<file path="src/rtl/cat_packer.sv">
// cat_packer: packs 4-bit cat nibbles (first nibble in [3:0]) into OUT_WIDTH-bit words on a valid/ready output.
// Optional macro CAT_PACKER_PARITY_EN adds a word_par output (XOR over the word's valid nibbles).
`default_nettype none

module cat_packer #(
  parameter int OUT_WIDTH = 16
) (
  input  logic                                 clk,
  input  logic                                 rst_n,
  input  logic [3:0]                           cat,
  input  logic                                 cat_valid,
  input  logic                                 cat_last,
  output logic                                 cat_ready,
  output logic [OUT_WIDTH-1:0]                 word,
  output logic [$clog2(OUT_WIDTH/4+1)-1:0]     word_cnt,
  output logic                                 word_valid,
  input  logic                                 word_ready
`ifdef CAT_PACKER_PARITY_EN
  ,
  output logic                                 word_par
`endif
);

  localparam int NIBBLES = OUT_WIDTH / 4;
  localparam int CNT_W   = $clog2(NIBBLES + 1);

  typedef enum logic [0:0] {
    EMPTY = 1'b0,
    FULL  = 1'b1
  } state_t;

  state_t                r_state;
  logic [OUT_WIDTH-1:0]  r_acc;
  logic [CNT_W-1:0]      r_acc_cnt;
  logic [OUT_WIDTH-1:0]  r_word;
  logic [CNT_W-1:0]      r_word_cnt;
`ifdef CAT_PACKER_PARITY_EN
  logic                  r_word_par;
`endif

  logic [OUT_WIDTH-1:0]  w_nib_ext;
  logic [OUT_WIDTH-1:0]  w_merged;
  logic                  w_accept;
  logic                  w_xfer;
  logic                  w_complete;

  assign word_valid = (r_state == FULL);
  assign cat_ready  = !word_valid || word_ready;
  assign w_accept   = cat_valid && cat_ready;
  assign w_xfer     = word_valid && word_ready;
  assign w_complete = w_accept && ((r_acc_cnt == CNT_W'(NIBBLES - 1)) || cat_last);

  // Positions above the write slot are always zero in r_acc, since it is
  // cleared on every completion and only filled from the bottom up.
  assign w_nib_ext  = OUT_WIDTH'(cat);
  assign w_merged   = r_acc | (w_nib_ext << (4 * r_acc_cnt));

  always_ff @(posedge clk) begin
    if (!rst_n) begin
      r_state    <= EMPTY;
      r_acc      <= '0;
      r_acc_cnt  <= '0;
      r_word     <= '0;
      r_word_cnt <= '0;
`ifdef CAT_PACKER_PARITY_EN
      r_word_par <= 1'b0;
`endif
    end else begin
      case (r_state)
        EMPTY: begin
          if (w_complete) begin
            r_state <= FULL;
          end
        end
        FULL: begin
          if (w_xfer && !w_complete) begin
            r_state <= EMPTY;
          end
        end
        default: r_state <= EMPTY;
      endcase

      if (w_complete) begin
        r_word     <= w_merged;
        r_word_cnt <= r_acc_cnt + 1'b1;
`ifdef CAT_PACKER_PARITY_EN
        r_word_par <= ^w_merged;
`endif
        r_acc      <= '0;
        r_acc_cnt  <= '0;
      end else if (w_accept) begin
        r_acc      <= w_merged;
        r_acc_cnt  <= r_acc_cnt + 1'b1;
      end
    end
  end

  assign word     = r_word;
  assign word_cnt = r_word_cnt;
`ifdef CAT_PACKER_PARITY_EN
  assign word_par = r_word_par;
`endif

endmodule

`default_nettype wire
</file>
<file path="config.mk">
export PLATFORM = sky130hd
export DESIGN_NAME = cat_packer
export DESIGN_NICKNAME = d
export VERILOG_FILES = /design/src/rtl/cat_packer.sv
export SDC_FILE = /design/constraint.sdc
export NUM_CORES = 1
export LEC_CHECK = 0
export BUFFER_PORTS_ARGS = -buffer_cell sky130_fd_sc_hd__buf_2
export CAP_MARGIN = 40
export CORE_ASPECT_RATIO = 0.6
export CORE_MARGIN = 4
export CORE_UTILIZATION = 35
export DETAILED_ROUTE_END_ITERATION = 6
export SYNTH_ARGS = -nofsm -noshare
export SYNTH_HDL_FRONTEND = slang
export SYNTH_SLANG_ARGS = --single-unit
</file>
<file path="constraint.sdc">
create_clock -name clk -period 2.1 [get_ports clk]
set_input_delay 0.105 -clock clk [delete_from_list [all_inputs] [get_ports clk]]
set_output_delay 0.105 -clock clk [all_outputs]
set_load 0.01 [all_outputs]
</file>
==> impl_metrics.yaml, run 1 <==
timing:
  fin_skew_ns: 0.009390
  rsz0062_at_grt: "no"
  slew_viol_final: 0
  finalSetupTns_ns: 0
  max_freq_mhz: 549.0
  hold_slack_ns: 0.2014
  period_share_pct: 86.73
  tightest_slew_ns: 0.6106
  fin_ws_ns: 0.2786
  final_hold_viol_count: 0
  slew_headroom_pct: 59.21
  setup_viol: 0
  period_needed_ns: 1.821
critical_path:
  start_kind: "register"
  crit_chain: "ha_1 > ha_1 > nor2_1 > buf_4 > nor3_1 > mux2i_1"
  max_stage_delay_ns: 0.53
  critPathMaxFanout: 11
  cp_slowest_cell: "dfxtp_1"
  r2r_cells: 6
  r2r_setup_slack_ns: 0.28
  crit_top_cell: "ha_1"
  crit_type: "reg2reg"
  r2r_start: "r_acc_cnt[0]"
  cp-end-kind: "register"
  cp.arrival_ns: 2.04
  cp_data_required_time_ns: 2.32
  worstReg2RegEnd: "word_cnt[0]"
detailed_routing:
  vias: 1436
  postRouteWirelength_mm: 4.295
  drtPass1Iterations: 4
  drc_errors: 0
  drt_iter0_markers: 90
  avgViaCountPerCell: 5.654
  drtAntennaViolNets: 0
  wl_per_cell_um: 16.91
synthesis:
  yosys.area.top_type: "dfxtp_1"
  synth_edf_count: 0
  ys_warn_count: 0
  synth.distinct_cells: 34
  syn_area_per_cell_um2: 9.777
  synthFlopType: "dfxtp_1"
  ys_ff_latch: 39
  ys_async_sr_fraction_pct: 0
  syn_inst: 167
  synth.most_common_cell: "dfxtp_1"
  synthTopCellsByArea: "dfxtp_1 48%, a41oi_1 6.4%, o311ai_0 6.4%"
  syn-num-nets: 178
  synth_area_um2: 1633
  synth_common_cells: "39 x dfxtp_1, 17 x nor2_1, 15 x a21oi_1"
  yosysTopAreaCellShare_pct: 47.82
  ys_seq_area_share_pct: 47.82
cells_and_area:
  fin_area_um2: 1943
  final_core_util_pct: 45.17
  layout-drive-gt1-share_pct: 26.80
  fillCellCount: 420
  diodes: 0
  fin_nets: 204
  syn2layout_area_growth_pct: 19.00
clock_tree:
  clk_pin_slew_ns: 0.08
  h-tree-depth: 2
  root_buffer: "clkbuf_8"
  cts_tree: "yes"
  clock_path_buffers: 2
  numCtsBuffers: 5
  clk-insertion-delay-late_ns: 0.29
  post_cts_resized: 0
  cts_sinks: 39
min_path:
  min_to: "r_acc[8]"
  min_path_type: "in2reg"
  hold_start: "cat[0]"
  holdPathStages: 3
place:
  io_buffer_count: 29
  dp_slack_ns: 0.2113
  place.gp.congestion: 0.8046
  placed_area_um2: 1803
  post-dp-hpwl_mm: 3.121
die:
  core_area_um2: 4302
  initial_core_util_pct: 37.96
  rows: 18
  pin_count: 30
  chipHeight_um: 60.91
  die_w_um: 96.18
  dieArea_um2: 5858
status:
  outcome: "finished clean"
global_routing:
  grt_start_max_net_pins: 29
  grt_overflow: 0
  antenna_found_initial: 0
  grt_pass1_wl_mm: 6.886
  grt_usage_pct: 15.93
  first_global_vias: 1302
job:
  cap_violations: 0
power_and_ir_drop:
  power_density_nw_per_um2: 873.6
  leakagePower_uw: 0.0007749
  peakVddDrop_mv: 0.3107
==> how the worst max path moves through the flow <==
stage | cells after the start | endpoint | start | slack [ns]
floorplan | 7 | word[2] | r_acc_cnt[1] | 0.52
global placement | 5 | word[2] | r_acc_cnt[0] | 0.35
detailed placement | 5 | word[2] | r_acc_cnt[0] | 0.21
CTS | 5 | word[2] | r_acc_cnt[0] | 0.19
global route | 5 | word[15] | r_acc_cnt[0] | 0.12
finish | 6 | word_cnt[0] | r_acc_cnt[0] | 0.28
==> critical path, delay by kind of cell (launching register included) <==
family                   cells  cell delay (ns)
multiplexers                 1             0.24
buffers and inverters        1             0.17
AND/OR/NAND/NOR              2             0.44
adder cells (fa/ha/maj)      2             0.36
flip-flops                   1             0.53
==> power by group <==
part / internal, uW / switching, uW / total, uW
registers: 766 / 20.1 / 786
clock network: 475 / 256 / 731
logic: 68.2 / 113 / 181
==> cell families after synthesis <==
logic type / Yosys count / share of synthesized area (%)
AO/OA/AOI/OAI: 69 / 30.80
adder cells (fa/ha/maj): 2 / 1.532
buffers and inverters: 19 / 6.206
flip-flops: 39 / 47.82
multiplexers: 2 / 1.226
AND/OR/NAND/NOR: 36 / 12.41
==> layer usage <==
layer,track usage (%),wire length (um),vias to the layer above
li1,-,-,699
met1,25.00,2136,681
met2,20.41,1722,52
met3,4.089,397,4
met4,5.466,38,0
met5,0,0,-
==> timing repair <==
action                     CTS  global route
hold buffers                 0             0
buffers inserted             0             1
setup endpoints to repair    0             9
==> state kept, by name (all words and copies together), names as in the netlist <==
| name | cells |
|---|---|
| word_cnt | 3 |
| word_valid | 1 |
| r_acc_cnt | 3 |
| r_acc | 16 |
| word | 16 |
==> area by class of cell <==
cell class / count / area, um^2 / area share [%]
flip-flops and latches: 39 / 780.7 / 40.18
multi-input cells: 109 / 750.7 / 38.63
repair buffers: 35 / 190.2 / 9.788
well taps: 60 / 75.07 / 3.863
clock buffers: 6 / 72.57 / 3.735
clock inverters: 2 / 60.06 / 3.091
inverters: 3 / 13.76 / 0.7083
==> layout by cell type, fill, tap and decap left out, types with 2 or more instances in the layout <==
| master | instances |
|---|---|
| a21oi_1 | 15 |
| a31o_2 | 4 |
| a31oi_1 | 4 |
| a41oi_1 | 12 |
| and4b_1 | 4 |
| buf_2 | 29 |
| buf_4 | 6 |
| bufinv_16 | 2 |
| clkbuf_8 | 5 |
| dfxtp_1 | 39 |
| ha_1 | 2 |
| mux2i_1 | 2 |
| nand2_1 | 3 |
| nand3_1 | 2 |
| nand4_1 | 2 |
| nor2_1 | 17 |
| nor3b_2 | 2 |
| o21ai_0 | 6 |
| o21ai_1 | 8 |
| o311a_1 | 4 |
| o311ai_0 | 12 |
==> stage by stage <==
stage	std cells	power [uW]
after floorplan	167	917.9
after global placement	245	976.6
after detailed placement	245	981.5
after CTS	253	1709
after global routing	254	1766
final	254	1698
Note: power is estimated with default switching activity, not from simulation.
==> run 2: changes to the inputs <==
Settings changed: SETUP_SLACK_MARGIN set to 0.5.
==> run 2 against run 1 <==
  * First-iteration DRC count rose by 97%
  * Utilization up 1.8 points
  * Fmax is 19% higher
  * Non-clock buffer count grew 4
  * Power is 0.96% higher
  * Worst hold slack got worse by 0.0060 ns
  * Die area unchanged
  * Cell count rose by 1.6%
  * Sequential share of layout area is 1.1 points lower
  * Clock power about the same
==> impl_metrics.yaml, run 2 (synthesis gave the netlist of run 1 again) <==
global_routing:
  globalRouteMet1Util_pct: 25.23
  grt_pass1_wl_mm: 6.920
  antenna_found_initial: 0
  grt_overflow: 0
  grt_use_met2_pct: 20.51
  grt-busiest-layer: "met1"
  grt_start_max_net_pins: 29
  grt_use_met3_pct: 4.089
  first_global_vias: 1307
  grt_usage_pct: 16.04
die:
  pin_count: 30
  dieArea_um2: 5858
  chipHeight_um: 60.91
  die_w_um: 96.18
  core_area_um2: 4302
  rows: 18
  initial_core_util_pct: 37.96
cells_and_area:
  fin_area_um2: 2021
  diodes: 0
  fillCellCount: 417
  final_common_cell: "dfxtp_1"
  fin_cells: 258
  layout-drive-gt1-share_pct: 33.33
  final_cell_mix: "36 x dfxtp_1, 29 x buf_2, 16 x nor2_1, 15 x a21oi_1, 12 x a41oi_1"
  final_core_util_pct: 46.98
  syn2layout_area_growth_pct: 23.75
  fin_nets: 208
detailed_routing:
  avgViaCountPerCell: 5.671
  postRouteWirelength_mm: 4.410
  drt_iter0_markers: 177
  vias: 1463
  drtAntennaViolNets: 0
  wl_per_cell_um: 17.09
  drtPass1Iterations: 4
  drc_errors: 0
timing:
  period_share_pct: 72.82
  finalSetupTns_ns: 0
  period_needed_ns: 1.529
  fin_skew_ns: 0.009145
  slew_viol_final: 0
  max_freq_mhz: 653.9
  setup_viol: 0
  final_hold_viol_count: 0
  tightest_slew_ns: 0.4963
  rsz0062_at_grt: "no"
  slew_headroom_pct: 66.77
clock_tree:
  h-tree-depth: 2
  cts_sinks: 39
  clk_pin_slew_ns: 0.07
  cts_tree: "yes"
  root_buffer: "clkbuf_8"
  numCtsBuffers: 5
  clock_path_buffers: 2
  clk-insertion-delay-late_ns: 0.29
critical_path:
  max_stage_delay_ns: 0.36
  critPathMaxFanout: 7
  cp_top_family: "simple AND/OR/NAND/NOR gates"
  crit_chain: "ha_1 > ha_2 > or2_4 > nand4_1 > buf_6 > o21ai_0"
  path_buf_inv: 1
  cp.arrival_ns: 1.69
  cp-end-kind: "register"
  cp_data_required_time_ns: 2.26
  r2r_cells: 6
  cp_slowest_cell: "dfxtp_4"
  r2r_setup_slack_ns: 0.57
  start_kind: "register"
  r2r_start: "r_acc_cnt[0]"
  crit_type: "reg2reg"
  worstReg2RegEnd: "word[11]"
job:
  cap_violations: 0
min_path:
  hold_start: "cat[0]"
  min_to: "r_acc[8]"
  holdPathStages: 3
  min_path_type: "in2reg"
place:
  io_buffer_count: 29
  dp_cells: 245
  placed_area_um2: 1803
  post-dp-hpwl_mm: 3.121
  place.gp.congestion: 0.8046
power_and_ir_drop:
  peakVddDrop_mv: 0.3129
  finalPower_uw: 1714
  leakagePower_uw: 0.0008056
  power_density_nw_per_um2: 848.1
status:
  outcome: "finished clean"
run 2: cell count changes in the layout (fill, tap and decap cells not counted), moves of 2 or more:
cell,previous run,this run
o21ai_0,6,4
buf_6,0,2
o21ai_1,8,10
o311ai_0,12,9
dfxtp_1,39,36
dfxtp_4,0,2
o311ai_1,0,3
buf_4,6,8
run 2: per-layer routing:
metal / part of all wire (%) / vias up
li1: - / 712
met1: 53 / 702
met2: 39 / 42
met3: 6.5 / 7
met4: 1.3 / 0
met5: 0 / -
run 2: repair_timing:
| item | in CTS | in global routing |
|---|---|---|
| cloned | 0 | 1 |
| pin swaps | 1 | 2 |
| resized for setup | 7 | 14 |
| hold buffers | 0 | 0 |
| endpoints found under the setup margin | 35 | 38 |
| setup buffers | 2 | 2 |
run 2: power by group:
group / leakage, uW / internal (uW) / switching (uW)
clock network: 0.0000654 / 475 / 254
registers: 0.000319 / 765 / 18.4
logic: 0.000422 / 78.9 / 122
total: 0.000806 / 1320 / 395
run 2: cell type report:
type                            count  area (um^2)  share of cell area, %
Timing Repair Buffer               39        227.7                  11.27
Multi-Input combinational cell    109        782.0                  38.70
Tap cell                           60        75.07                  3.715
Clock inverter                      2        60.06                  2.972
Clock buffer                        6        72.57                  3.591
Inverter                            3        13.76                 0.6811
Sequential cell                    39        789.5                  39.07
run 2: per-stage QoR:
stage	hold WS, ns	setup WS [ns]
after floorplan	0.2599	0.5225
after global placement	0.4422	0.3500
after detailed placement	0.4522	0.2113
after CTS	0.1909	0.4713
after global routing	0.2106	0.5026
final	0.1954	0.5707
run 2: worst max-delay path by stage:
stage,cells after the start,startpoint,endpoint
global placement,5,r_acc_cnt[0],word[2]
detailed placement,5,r_acc_cnt[0],word[2]
finish,6,r_acc_cnt[0],word[11]
global route,5,r_acc_cnt[1],word[15]
floorplan,7,r_acc_cnt[1],word[2]
CTS,6,r_acc_cnt[0],r_acc_cnt[2]
run 2: worst register-to-register path: stages, from the launching register on:
cell	delay (ns)
dfxtp_4	0.36
ha_1	0.20
ha_2	0.19
or2_4	0.26
nand4_1	0.17
buf_6	0.15
o21ai_0	0.08
==> run 3: changes to the inputs <==
Clock period 2.1 ns to 1.27 ns, I/O delays scaled along.
==> run 3 against run 2 <==
  * Die area unchanged
  * Largest power group unchanged
  * The run now ends with setup timing left
  * Power up 50%
  * Worst setup slack worse by 0.79 ns
  * Cell count increased by 5.4%
  * Sequential share of layout area down 5.1 points
==> impl_metrics.yaml, run 3 (synthesis gave the netlist of run 1 again) <==
detailed_routing:
  vias: 1546
  postRouteWirelength_mm: 4.765
  wl_per_cell_um: 17.52
  drtPass1Iterations: 4
  drc_errors: 0
  avgViaCountPerCell: 5.684
  drtAntennaViolNets: 0
  drt_iter0_markers: 161
critical_path:
  crit_top_cell: "ha_4"
  path_buf_inv: 1
  max_stage_delay_ns: 0.35
  crit_type: "reg2reg"
  cp.arrival_ns: 1.67
  crit_chain: "ha_4 > ha_4 > or2_4 > buf_6 > a31o_4 > o311a_1"
  critPathMaxFanout: 4
  cp-end-kind: "register"
  cp_top_family: "flip-flops"
  cp_slowest_cell: "dfxtp_4"
  cp_data_required_time_ns: 1.45
  start_kind: "register"
global_routing:
  grt_start_max_net_pins: 20
  first_global_vias: 1465
  antenna_found_initial: 0
  grt_usage_pct: 17.49
  grt_overflow: 0
  grt_pass1_wl_mm: 7.458
clock_tree:
  cts_hold_buf: 0
  clk-insertion-delay-late_ns: 0.29
  clk_pin_slew_ns: 0.07
  clock_path_buffers: 2
  root_buffer: "clkbuf_8"
  numCtsBuffers: 5
  h-tree-depth: 2
  cts_tree: "yes"
  cts_sinks: 39
cells_and_area:
  layout-drive-gt1-share_pct: 48.11
  fin_nets: 222
  final_cell_mix: "24 x buf_6, 20 x dfxtp_2, 18 x dfxtp_1, 16 x nor2_1, 16 x buf_4"
  final_core_util_pct: 55.38
  fin_area_um2: 2382
  syn2layout_area_growth_pct: 45.90
  diodes: 0
  final_common_cell: "buf_6"
status:
  violations: "setup timing"
  outcome: "complete, but fails checks"
power_and_ir_drop:
  power_switching_uw: 701.6
  p_comb_share_pct: 17.7
  peakVddDrop_mv: 0.4327
  internal_power_uw: 1866
  power_density_nw_per_um2: 1078
  pwr-share-clk_pct: 31.6
  p_seq_share_pct: 50.7
  leakagePower_uw: 0.0009214
  switching_share_pct: 27.32
  finalPower_uw: 2568
timing:
  period_share_pct: 117.5
  final_hold_viol_count: 0
  slew_viol_final: 0
  fin_ws_ns: -0.2220
  slew_headroom_pct: 76.66
  fin_skew_ns: 0.002765
  tightest_slew_ns: 0.3457
  setup_viol: 24
  max_freq_mhz: 670.2
  rsz0062_at_grt: "yes"
  period_needed_ns: 1.492
  finalSetupTns_ns: -2.908
die:
  core_area_um2: 4302
  die_w_um: 96.18
  chipHeight_um: 60.91
  initial_core_util_pct: 37.96
  pin_count: 30
  rows: 18
  dieArea_um2: 5858
place:
  place.gp.congestion: 0.7588
  placed_area_um2: 1986
  io_buffer_count: 29
  post-dp-hpwl_mm: 3.182
  dp_slack_ns: -0.2561
job:
  cap_violations: 0
min_path:
  min_path_type: "in2reg"
run 3: area by class of cell:
cell class / count / area (um^2)
tap: 60 / 75.07
fill: 382 / 1919
multi-input combinational: 109 / 884.6
clock inverter: 3 / 15.01
inverter: 3 / 13.76
timing repair buffer: 53 / 515.5
clock buffer: 5 / 68.82
sequential: 39 / 809.5
run 3: routing by layer:
metal,track usage [%],wire length (um),part of all wire (%),up-vias
li1,-,-,-,742
met1,23.64,2239,47,735
met2,26.01,2081,44,60
met3,5.328,349,7.3,9
met4,7.490,95,2.0,0
met5,0,0,0,-
run 3: timing repair:
action	in CTS	in global routing
gates resized for setup	49	10
setup buffers	8	3
pin swaps	1	1
endpoints found under the setup margin	60	60
run 3: path summary, 6_finish.rpt:
check / from / to / slack [ns] / cells after the start
hold / removal: rst_n / word[15] / 0.1 / 2
setup reg to reg: r_acc_cnt[1] / word[13] / -0.22 / 6
hold reg to reg: word_cnt[0] / word_cnt[0] / 0.47 / 2
setup / recovery: r_acc_cnt[1] / word[13] / -0.22 / 6
run 3: power by group through the flow:
stage,clock (uW),sequential [uW],combinational (uW)
floorplan,0,1330,220
global placement,0,1310,354
detailed placement,0,1320,362
CTS,836,1300,429
global route,888,1310,488
finish,811,1300,455
run 3: stage by stage:
stage	hold WS (ns)	std cells
after floorplan	0.2184	167
after global routing	0.09148	272
after global placement	0.4024	253
final	0.09788	272
after detailed placement	0.4037	253
after CTS	0.08024	269
